### src/rtl/dominos_rom_loader.sv
// Dominos ROM download router: splits the HPS byte stream into
// per-region ROM/PROM write strobes and gates the core run signal.
module dominos_rom_loader #(
  parameter int PROG_SIZE   = 4096,
  parameter int CHAR_SIZE   = 1024,
  parameter int SYNC_SIZE   = 256,
  parameter int HOLD_CYCLES = 16
) (
  input  logic        Clk_I,
  input  logic        Reset_I,
  input  logic        Dl_I,
  input  logic        Wr_I,
  input  logic [24:0] Addr_I,
  input  logic [7:0]  Data_I,
  output logic [11:0] Wr_Addr_O,
  output logic [7:0]  Wr_Data_O,
  output logic        Prog_We_O,
  output logic        Char_We_O,
  output logic        Sync_We_O,
  output logic        Run_O,
  output logic        Busy_O,
  output logic        Err_O,
  output logic [13:0] Count_O,
  output logic [7:0]  Csum_O
);

  localparam logic [24:0] L_CHAR_BASE = 25'(PROG_SIZE);
  localparam logic [24:0] L_SYNC_BASE = 25'(PROG_SIZE + CHAR_SIZE);
  localparam logic [24:0] L_TOTAL =
    25'(PROG_SIZE + CHAR_SIZE + SYNC_SIZE);
  localparam logic [15:0] L_HOLD = 16'(HOLD_CYCLES - 1);

  typedef enum logic [2:0] {
    S_IDLE,
    S_LOAD,
    S_SETTLE,
    S_RUN,
    S_ERROR
  } state_t;

  state_t      r_state;
  logic        r_dl_q;
  logic [15:0] r_hold;
  logic [11:0] r_wr_addr;
  logic [7:0]  r_wr_data;
  logic        r_prog_we;
  logic        r_char_we;
  logic        r_sync_we;
  logic        r_run;
  logic        r_busy;
  logic        r_err;
  logic [13:0] r_count;
  logic [7:0]  r_csum;

  logic        w_rise;
  logic        w_fall;
  logic        w_prog;
  logic        w_char;
  logic        w_sync;
  logic        w_open;
  logic        w_acc;
  logic [24:0] w_base;
  logic [24:0] w_diff;
  logic [13:0] w_cnt_base;
  logic [13:0] w_cnt_inc;
  logic [13:0] w_cnt_next;
  logic [7:0]  w_sum_next;

  assign w_rise = Dl_I & ~r_dl_q;
  assign w_fall = ~Dl_I & r_dl_q;

  assign w_prog = Addr_I < L_CHAR_BASE;
  assign w_char = ~w_prog & (Addr_I < L_SYNC_BASE);
  assign w_sync = ~w_prog & ~w_char & (Addr_I < L_TOTAL);

  // Bytes are taken through the whole LOAD state (its last cycle is
  // the Dl_I fall) and in the entry cycle itself.
  assign w_open = (r_state == S_LOAD) | w_rise;
  assign w_acc  = Wr_I & w_open & (Addr_I < L_TOTAL);

  // Region base select for the region-relative write address.
  always_comb begin
    w_base = '0;
    unique case (1'b1)
      w_prog:  w_base = '0;
      w_char:  w_base = L_CHAR_BASE;
      default: w_base = L_SYNC_BASE;
    endcase
  end

  assign w_diff = Addr_I - w_base;

  assign w_cnt_base = w_rise ? 14'd0 : r_count;
  assign w_cnt_inc  = (&w_cnt_base) ? w_cnt_base
                                    : w_cnt_base + 14'd1;
  assign w_cnt_next = w_acc ? w_cnt_inc : w_cnt_base;
  assign w_sum_next = (w_rise ? 8'd0 : r_csum)
                    + (w_acc ? Data_I : 8'd0);

  // Loader FSM with registered strobes, statistics and status.
  always_ff @(posedge Clk_I or negedge Reset_I) begin
    if (!Reset_I) begin
      r_state   <= S_IDLE;
      r_dl_q    <= 1'b1;
      r_hold    <= '0;
      r_wr_addr <= '0;
      r_wr_data <= '0;
      r_prog_we <= 1'b0;
      r_char_we <= 1'b0;
      r_sync_we <= 1'b0;
      r_run     <= 1'b0;
      r_busy    <= 1'b0;
      r_err     <= 1'b0;
      r_count   <= '0;
      r_csum    <= '0;
    end else begin
      r_dl_q    <= Dl_I;
      r_prog_we <= w_acc & w_prog;
      r_char_we <= w_acc & w_char;
      r_sync_we <= w_acc & w_sync;
      if (w_acc) begin
        r_wr_addr <= w_diff[11:0];
        r_wr_data <= Data_I;
      end
      r_count <= w_cnt_next;
      r_csum  <= w_sum_next;
      r_run   <= (r_state == S_RUN);
      r_busy  <= (r_state == S_LOAD) | (r_state == S_SETTLE);
      r_err   <= (r_state == S_ERROR);
      if (w_rise) begin
        r_state <= S_LOAD;
      end else begin
        unique case (r_state)
          S_LOAD: begin
            if (w_fall) begin
              r_hold  <= L_HOLD;
              r_state <= ({11'd0, w_cnt_next} >= L_TOTAL)
                       ? S_SETTLE : S_ERROR;
            end
          end
          S_SETTLE: begin
            if (r_hold == 16'd0) r_state <= S_RUN;
            else r_hold <= r_hold - 16'd1;
          end
          default: ;
        endcase
      end
    end
  end

  assign Wr_Addr_O = r_wr_addr;
  assign Wr_Data_O = r_wr_data;
  assign Prog_We_O = r_prog_we;
  assign Char_We_O = r_char_we;
  assign Sync_We_O = r_sync_we;
  assign Run_O     = r_run;
  assign Busy_O    = r_busy;
  assign Err_O     = r_err;
  assign Count_O   = r_count;
  assign Csum_O    = r_csum;

endmodule

### config.mk
export PLATFORM = sky130hd
export DESIGN_NAME = dominos_rom_loader
export DESIGN_NICKNAME = d
export VERILOG_FILES = /design/src/rtl/dominos_rom_loader.sv
export SDC_FILE = /design/constraint.sdc
export NUM_CORES = 1
export LEC_CHECK = 0
export ABC_AREA = 1
export BUFFER_PORTS_ARGS = -buffer_cell sky130_fd_sc_hd__clkbuf_2
export CAP_MARGIN = 20
export CELL_PAD_IN_SITES_DETAIL_PLACEMENT = 2
export CELL_PAD_IN_SITES_GLOBAL_PLACEMENT = 2
export CORE_UTILIZATION = 31
export CTS_CLUSTER_DIAMETER = 60
export DETAILED_ROUTE_END_ITERATION = 8
export PLACE_DENSITY = 0.82
export SLEW_MARGIN = 5
export SYNTH_ARGS = -nofsm -noshare
export SYNTH_HDL_FRONTEND = slang
export SYNTH_SLANG_ARGS = --single-unit
export TNS_END_PERCENT = 20
### constraint.sdc
create_clock -name Clk_I -period 3.75 [get_ports Clk_I]
set_input_delay 0.9375 -clock Clk_I [delete_from_list [all_inputs] [get_ports Clk_I]]
set_output_delay 0.9375 -clock Clk_I [all_outputs]
set_load 0.01 [all_outputs]
After elaboration in Yosys (flattened, before gate mapping)
Cells that the tools add are included.
{"block": "totals", "reg_bits": 68, "in_bits": 37, "output_inout_bits": 48, "elab_cells": 66}
{"block": "classes", "addsub": 4, "magnitude_cmp": 4, "n_eq_ne": 8, "mux": 14, "n_bitwise": 17, "n_reduce_logical": 6}
{"operator": "$lt 25x13->1 const B", "n": 3}
{"operator": "$mux 14", "n": 3}
{"operator": "$mux 16", "n": 2}
{"operator": "$pmux 16 s2", "n": 1}
{"operator": "$pmux 11 s2", "n": 1}
{"operator": "$logic_not 16->1", "n": 1}
{"operator": "$mux 8", "n": 2}
{"operator": "$sub 16x1->16 const B", "n": 1}
{"operator": "$add 14x1->14 const B", "n": 1}
{"operator": "$ge 14x13->1 const B", "n": 1}
{"operator": "$reduce_and 14->1", "n": 1}
{"operator": "$mux 3", "n": 4}
{"operator": "$sub 12x12->12", "n": 1}
{"operator": "$and 1x1->1", "n": 10}
{"operator": "$add 8x8->8", "n": 1}
{"operator": "$eq 3x2->1 const B", "n": 2}
{"operator": "$pmux 3 s2", "n": 1}
{"operator": "$not 1->1", "n": 5}
{"operator": "$ne 2x2->1 const B", "n": 2}
{"operator": "$reduce_and 4->1", "n": 1}
{"operator": "$eq 3x1->1 const B", "n": 1}
{"operator": "$eq 3x3->1 const B", "n": 1}
{"operator": "$ne 3x2->1 const B", "n": 1}
{"operator": "$ne 3x3->1 const B", "n": 1}
{"operator": "other kinds (4)", "n": 5}

Logic depth before layout (Yosys ltp)
{"block": "logic_depth", "word_depth": 11, "ltp_mapped": 20, "mapped_depth_nobuf": 19}

Worst setup path after synthesis
No wires, ideal clock.
{"block": "synth_path", "kind": "input -> register", "startpoint": "input port Dl_I", "endpoint": "register r_csum[6], in the netlist Csum_O[6]", "setup_ps": 79, "t_arrival_ps": 3114, "required_time_ps": 3671, "setup_slack_ps": 557, "stages": 17, "n_path_buf": 1, "path_cell_list": "ha_1 buf_6 inv_8 nand2_2 nand2_2 nor2_1 nand3_1 nand2_1 inv_2 nor2_1 ha_1 inv_1 fa_1 o21ai_0 a21oi_1 o21ai_0 xor2_1"}
{"block": "synth_via", "elab_chain_len": 6, "word_cells_on_any_way": 7, "cone_classes": "1 x add/sub; 2 x mux; 4 x bitwise"}
{"item": "start, declared", "line_no": "11", "text": "input logic Dl_I,"}
{"item": "$and 1x1->1 (*)", "line_no": "69", "text": "assign w_rise = Dl_I & ~r_dl_q;"}
{"item": "$or 1x1->1", "line_no": "78", "text": "assign w_open = (r_state == S_LOAD) | w_rise;"}
{"item": "$and 1x1->1 (2 in series)", "line_no": "79", "text": "assign w_acc = Wr_I & w_open & (Addr_I < L_TOTAL);"}
{"item": "$mux 8", "line_no": "98", "text": "+ (w_acc ? Data_I : 8'd0);"}
{"item": "$add 8x8->8 (*)", "line_no": "98"}
{"item": "net w_sum_next[6]", "line_no": "67", "text": "logic [7:0] w_sum_next;"}
{"item": "end signal, assigned", "line_no": "126", "text": "r_csum <= w_sum_next;"}
{"item": "end, declared", "line_no": "53", "text": "logic [7:0] r_csum;"}
Mark *: on every way through the listed nets, which the timed path passes. The rest lies on a longest branch.
A chain may end at the register's enable or synchronous reset.

Worst setup path in the final report
{"block": "layout_path", "startpoint": "input port Addr_I[21]", "endpoint": "register r_csum[6], in the netlist Csum_O[6]"}
{"block": "layout_via", "elab_chain_len": 4}
{"item": "start, declared", "line_no": "13", "text": "input logic [24:0] Addr_I,"}
{"item": "$lt 25x13->1", "line_no": "79"}
{"item": "$and 1x1->1", "line_no": "79"}
{"item": "$mux 8", "line_no": "98"}
{"item": "$add 8x8->8", "line_no": "98"}
{"item": "net w_sum_next[6]", "line_no": "67"}
The timed path passes the listed nets, and every way through them passes these cells.

==> impl_metrics.json <==
{
  "status": "finished, final reports clean",
  "whs_ns": 0.4824,
  "cpLargestDelayFamily": "simple AND/OR/NAND/NOR gates",
  "ctsResizeCount": 0,
  "grt_usage_pct": 21.81,
  "cts_buffers": 9,
  "htreeDepth": 3,
  "min_period_ns": 3.429,
  "crit_fanout": 8,
  "rr_startpoint": "r_dl_q",
  "wirelength_mm": 13.40,
  "yosysUniqueCellTypes": 43,
  "crit_chain": "clkbuf_2, nor2_1, nand2_1, nor2_2, nand2_1, nor2_1, nand3_1, nand2_1, inv_2, nor2_1, ha_1, inv_1, fa_1, o21ai_0, a21oi_1, o21ai_0, xor2_1",
  "core_region_area_sq_um": 12770,
  "period_share_pct": 91.43,
  "peakVddDrop_mv": 0.1758,
  "rsz0062_at_grt": "no",
  "diodes": 0,
  "grt.overflow.total": 0,
  "critical_path_class": "in2reg",
  "fmax_mhz": 291.7,
  "crit_buf_inv": 3,
  "cts.sinks": 68,
  "num_rows": 41,
  "wl_per_cell_um": 16.71,
  "grt_pass1_wl_mm": 22.37,
  "worstSetupEndpoint": "Csum_O[6]",
  "initial_core_util_pct": 32.13,
  "path_depth": 17,
  "antenna_left": 0,
  "syn_area_sq_um": 4104,
  "viasPerCell": 4.862,
  "p_leak_nw": 2.682,
  "port_buffers": 84,
  "setup_tns_ns": 0,
  "path_clk_slew_ns": 0.06,
  "post_dp_cell_area_sq_um": 4692,
  "clock_latency_ns": 0.35,
  "area_delta_synth_final_pct": 22.90,
  "maxCapViolCount": 0,
  "cts-root-buf": "clkbuf_16",
  "cts_tree": "yes",
  "synthCells": 536,
  "reg2reg_to": "Csum_O[6]",
  "cp_data_required_time_ns": 4.02,
  "drcViolationCount": 0,
  "clock-skew-final_ns": 0.006918,
  "synth-seq-cells": 68,
  "cp-end-kind": "flop",
  "reg2regPathDepth": 17,
  "setup_viol": 0,
  "hold_path.class": "reg2reg",
  "hold_violations": 0,
  "grt_pass1_vias": 4447,
  "final_area_sq_um": 5044,
  "max-slew-margin-rel_pct": 38.63,
  "dp_hpwl_mm": 9.808,
  "worst_slew_pin_slew_ns": 0.9205,
  "slowest_delay_ns": 0.40,
  "grt_max_degree": 69,
  "seq_area_frac_synth_pct": 41.49,
  "die_w_um": 117.1,
  "num_vias": 3899,
  "clockBufferDepth": 2,
  "antenna_found_initial": 0,
  "yosys_warnings": 0,
  "power.density_nw_per_um2": 413.7,
  "final_layout_size_suffix_gt1_share_pct": 24.76,
  "nNetsFinal": 675,
  "synth_flop_cell": "dfrtp_1",
  "crit_path_start": "Addr_I[21]",
  "arrival_ns": 3.70,
  "synth_edf_count": 0,
  "pre_cts_ws_ns": 0.0008560,
  "final_max_slew_viol_count": 0,
  "cpMaxStageDelayCell": "fa_1",
  "setup_ws_ns": 0.3214,
  "drt_iter0_markers": 118,
  "drtPass1Iterations": 4,
  "ctsHoldBuffers": 0,
  "place.gp.congestion": 0.8316,
  "io_pins": 85,
  "synth_nets": 586,
  "synth_area_per_cell_sq_um": 7.657,
  "die_y_um": 117.1,
  "ff2ff_setup_slack_ns": 0.65,
  "post_cts_buffers": 0,
  "dieArea_sq_um": 13700,
  "async_flop_share_pct": 100.0,
  "startpoint_type": "input pin"
}
metrics by stage:
| step | total power [mW] | cells | utilization (%) |
|---|---|---|---|
| after floorplan | 0.9750 | 536 | - |
| after global placement | 1.047 | 786 | 36.73 |
| after detailed placement | 1.065 | 786 | 36.73 |
| after CTS | 2.115 | 802 | 39.48 |
| after global routing | 2.164 | 802 | 39.48 |
| final | 2.087 | 802 | 39.48 |
registers in the layout (all words and copies together) (netlist names):
name	count
r_state	3
Run_O	1
r_hold	16
Err_O	1
Count_O	14
Wr_Addr_O	12
Prog_We_O	1
Wr_Data_O	8
r_dl_q	1
Char_We_O	1
Csum_O	8
Sync_We_O	1
Busy_O	1
worst register-to-register path, delay by kind of cell, from the launching register on:
kind	cells	cell delay, ns
AO/OA/AOI/OAI	3	0.63
XOR/XNOR	1	0.16
adder cells (fa/ha/maj)	3	0.88
buffers and inverters	4	0.26
flip-flops	1	0.37
AND/OR/NAND/NOR	6	0.73
layout by cell type, fill, tap and decap left out, types with 8 or more instances in the layout:
| cell type | n |
|---|---|
| clkbuf_16 | 9 |
| nand3_1 | 35 |
| nand4_1 | 9 |
| nor2_2 | 10 |
| ha_1 | 12 |
| dfrtp_1 | 67 |
| nand2_1 | 139 |
| clkbuf_2 | 83 |
| nor3_1 | 8 |
| nand2_2 | 8 |
| xor2_1 | 14 |
| inv_2 | 13 |
| nor2_1 | 65 |
| o21ai_0 | 17 |
| inv_1 | 69 |
| a21oi_1 | 11 |
worst min-delay path by stage:
stage	from	endpoint	slack (ns)	cells past startpoint
after floorplan	r_state[1]	Err_O	0.45	1
after global placement	Wr_Addr_O[6]	Wr_Addr_O[6]	0.46	2
after detailed placement	Wr_Addr_O[4]	Wr_Addr_O[4]	0.47	2
after CTS	Wr_Addr_O[1]	Wr_Addr_O[1]	0.49	2
after global routing	Wr_Addr_O[4]	Wr_Addr_O[4]	0.51	2
final	Wr_Addr_O[0]	Wr_Addr_O[0]	0.48	2
power by group:
part           switching [mW]  leakage, nW  internal, mW
combinational           0.180         1.59        0.0758
sequential             0.0311        0.920         0.761
clock                   0.353        0.173         0.686
metal layers:
| layer | GRT usage (%) | vias to the layer above | share of wire, % | routed length [um] |
|---|---|---|---|---|
| met5 | 0 | - | 0 | 0 |
| met4 | 9.030 | 0 | 1.9 | 256 |
| met3 | 3.399 | 18 | 2.7 | 362 |
| met2 | 40.91 | 61 | 53 | 7099 |
| met1 | 24.51 | 1963 | 42 | 5684 |
| li1 | - | 1857 | - | - |
cells in the mapped netlist (9+ instances only):
master	number	share of area, %
ha_1	12	3.7
dfrtp_1	67	41
o21ai_0	17	2.1
inv_2	13	1.2
nand3_1	35	4.3
nand2_1	139	13
nand4_1	9	1.4
inv_1	69	6.3
xor2_1	14	3.0
nor2_1	65	5.9
a21oi_1	11	1.3
nor2_2	10	1.5
logic make-up (layout without fill, tap and decap cells):
family	count (synthesis)	after routing	share of synthesized area [%]
compound gates	46	46	6.372
xor+xnor	19	19	4.055
fa+ha+maj	13	13	4.146
buf+inv	93	187	9.573
flops	68	68	41.49
simple gates	297	297	34.36
final cells by class:
class | instances | area, sq um
inverters | 84 | 322.8
repair buffers | 87 | 442.9
well taps | 172 | 215.2
clock inverters | 4 | 95.09
flip-flops and latches | 68 | 1703
fillers | 1517 | 7730
multi-input cells | 375 | 2008
clock buffers | 12 | 256.5
Power figures use the tool's default switching activity.
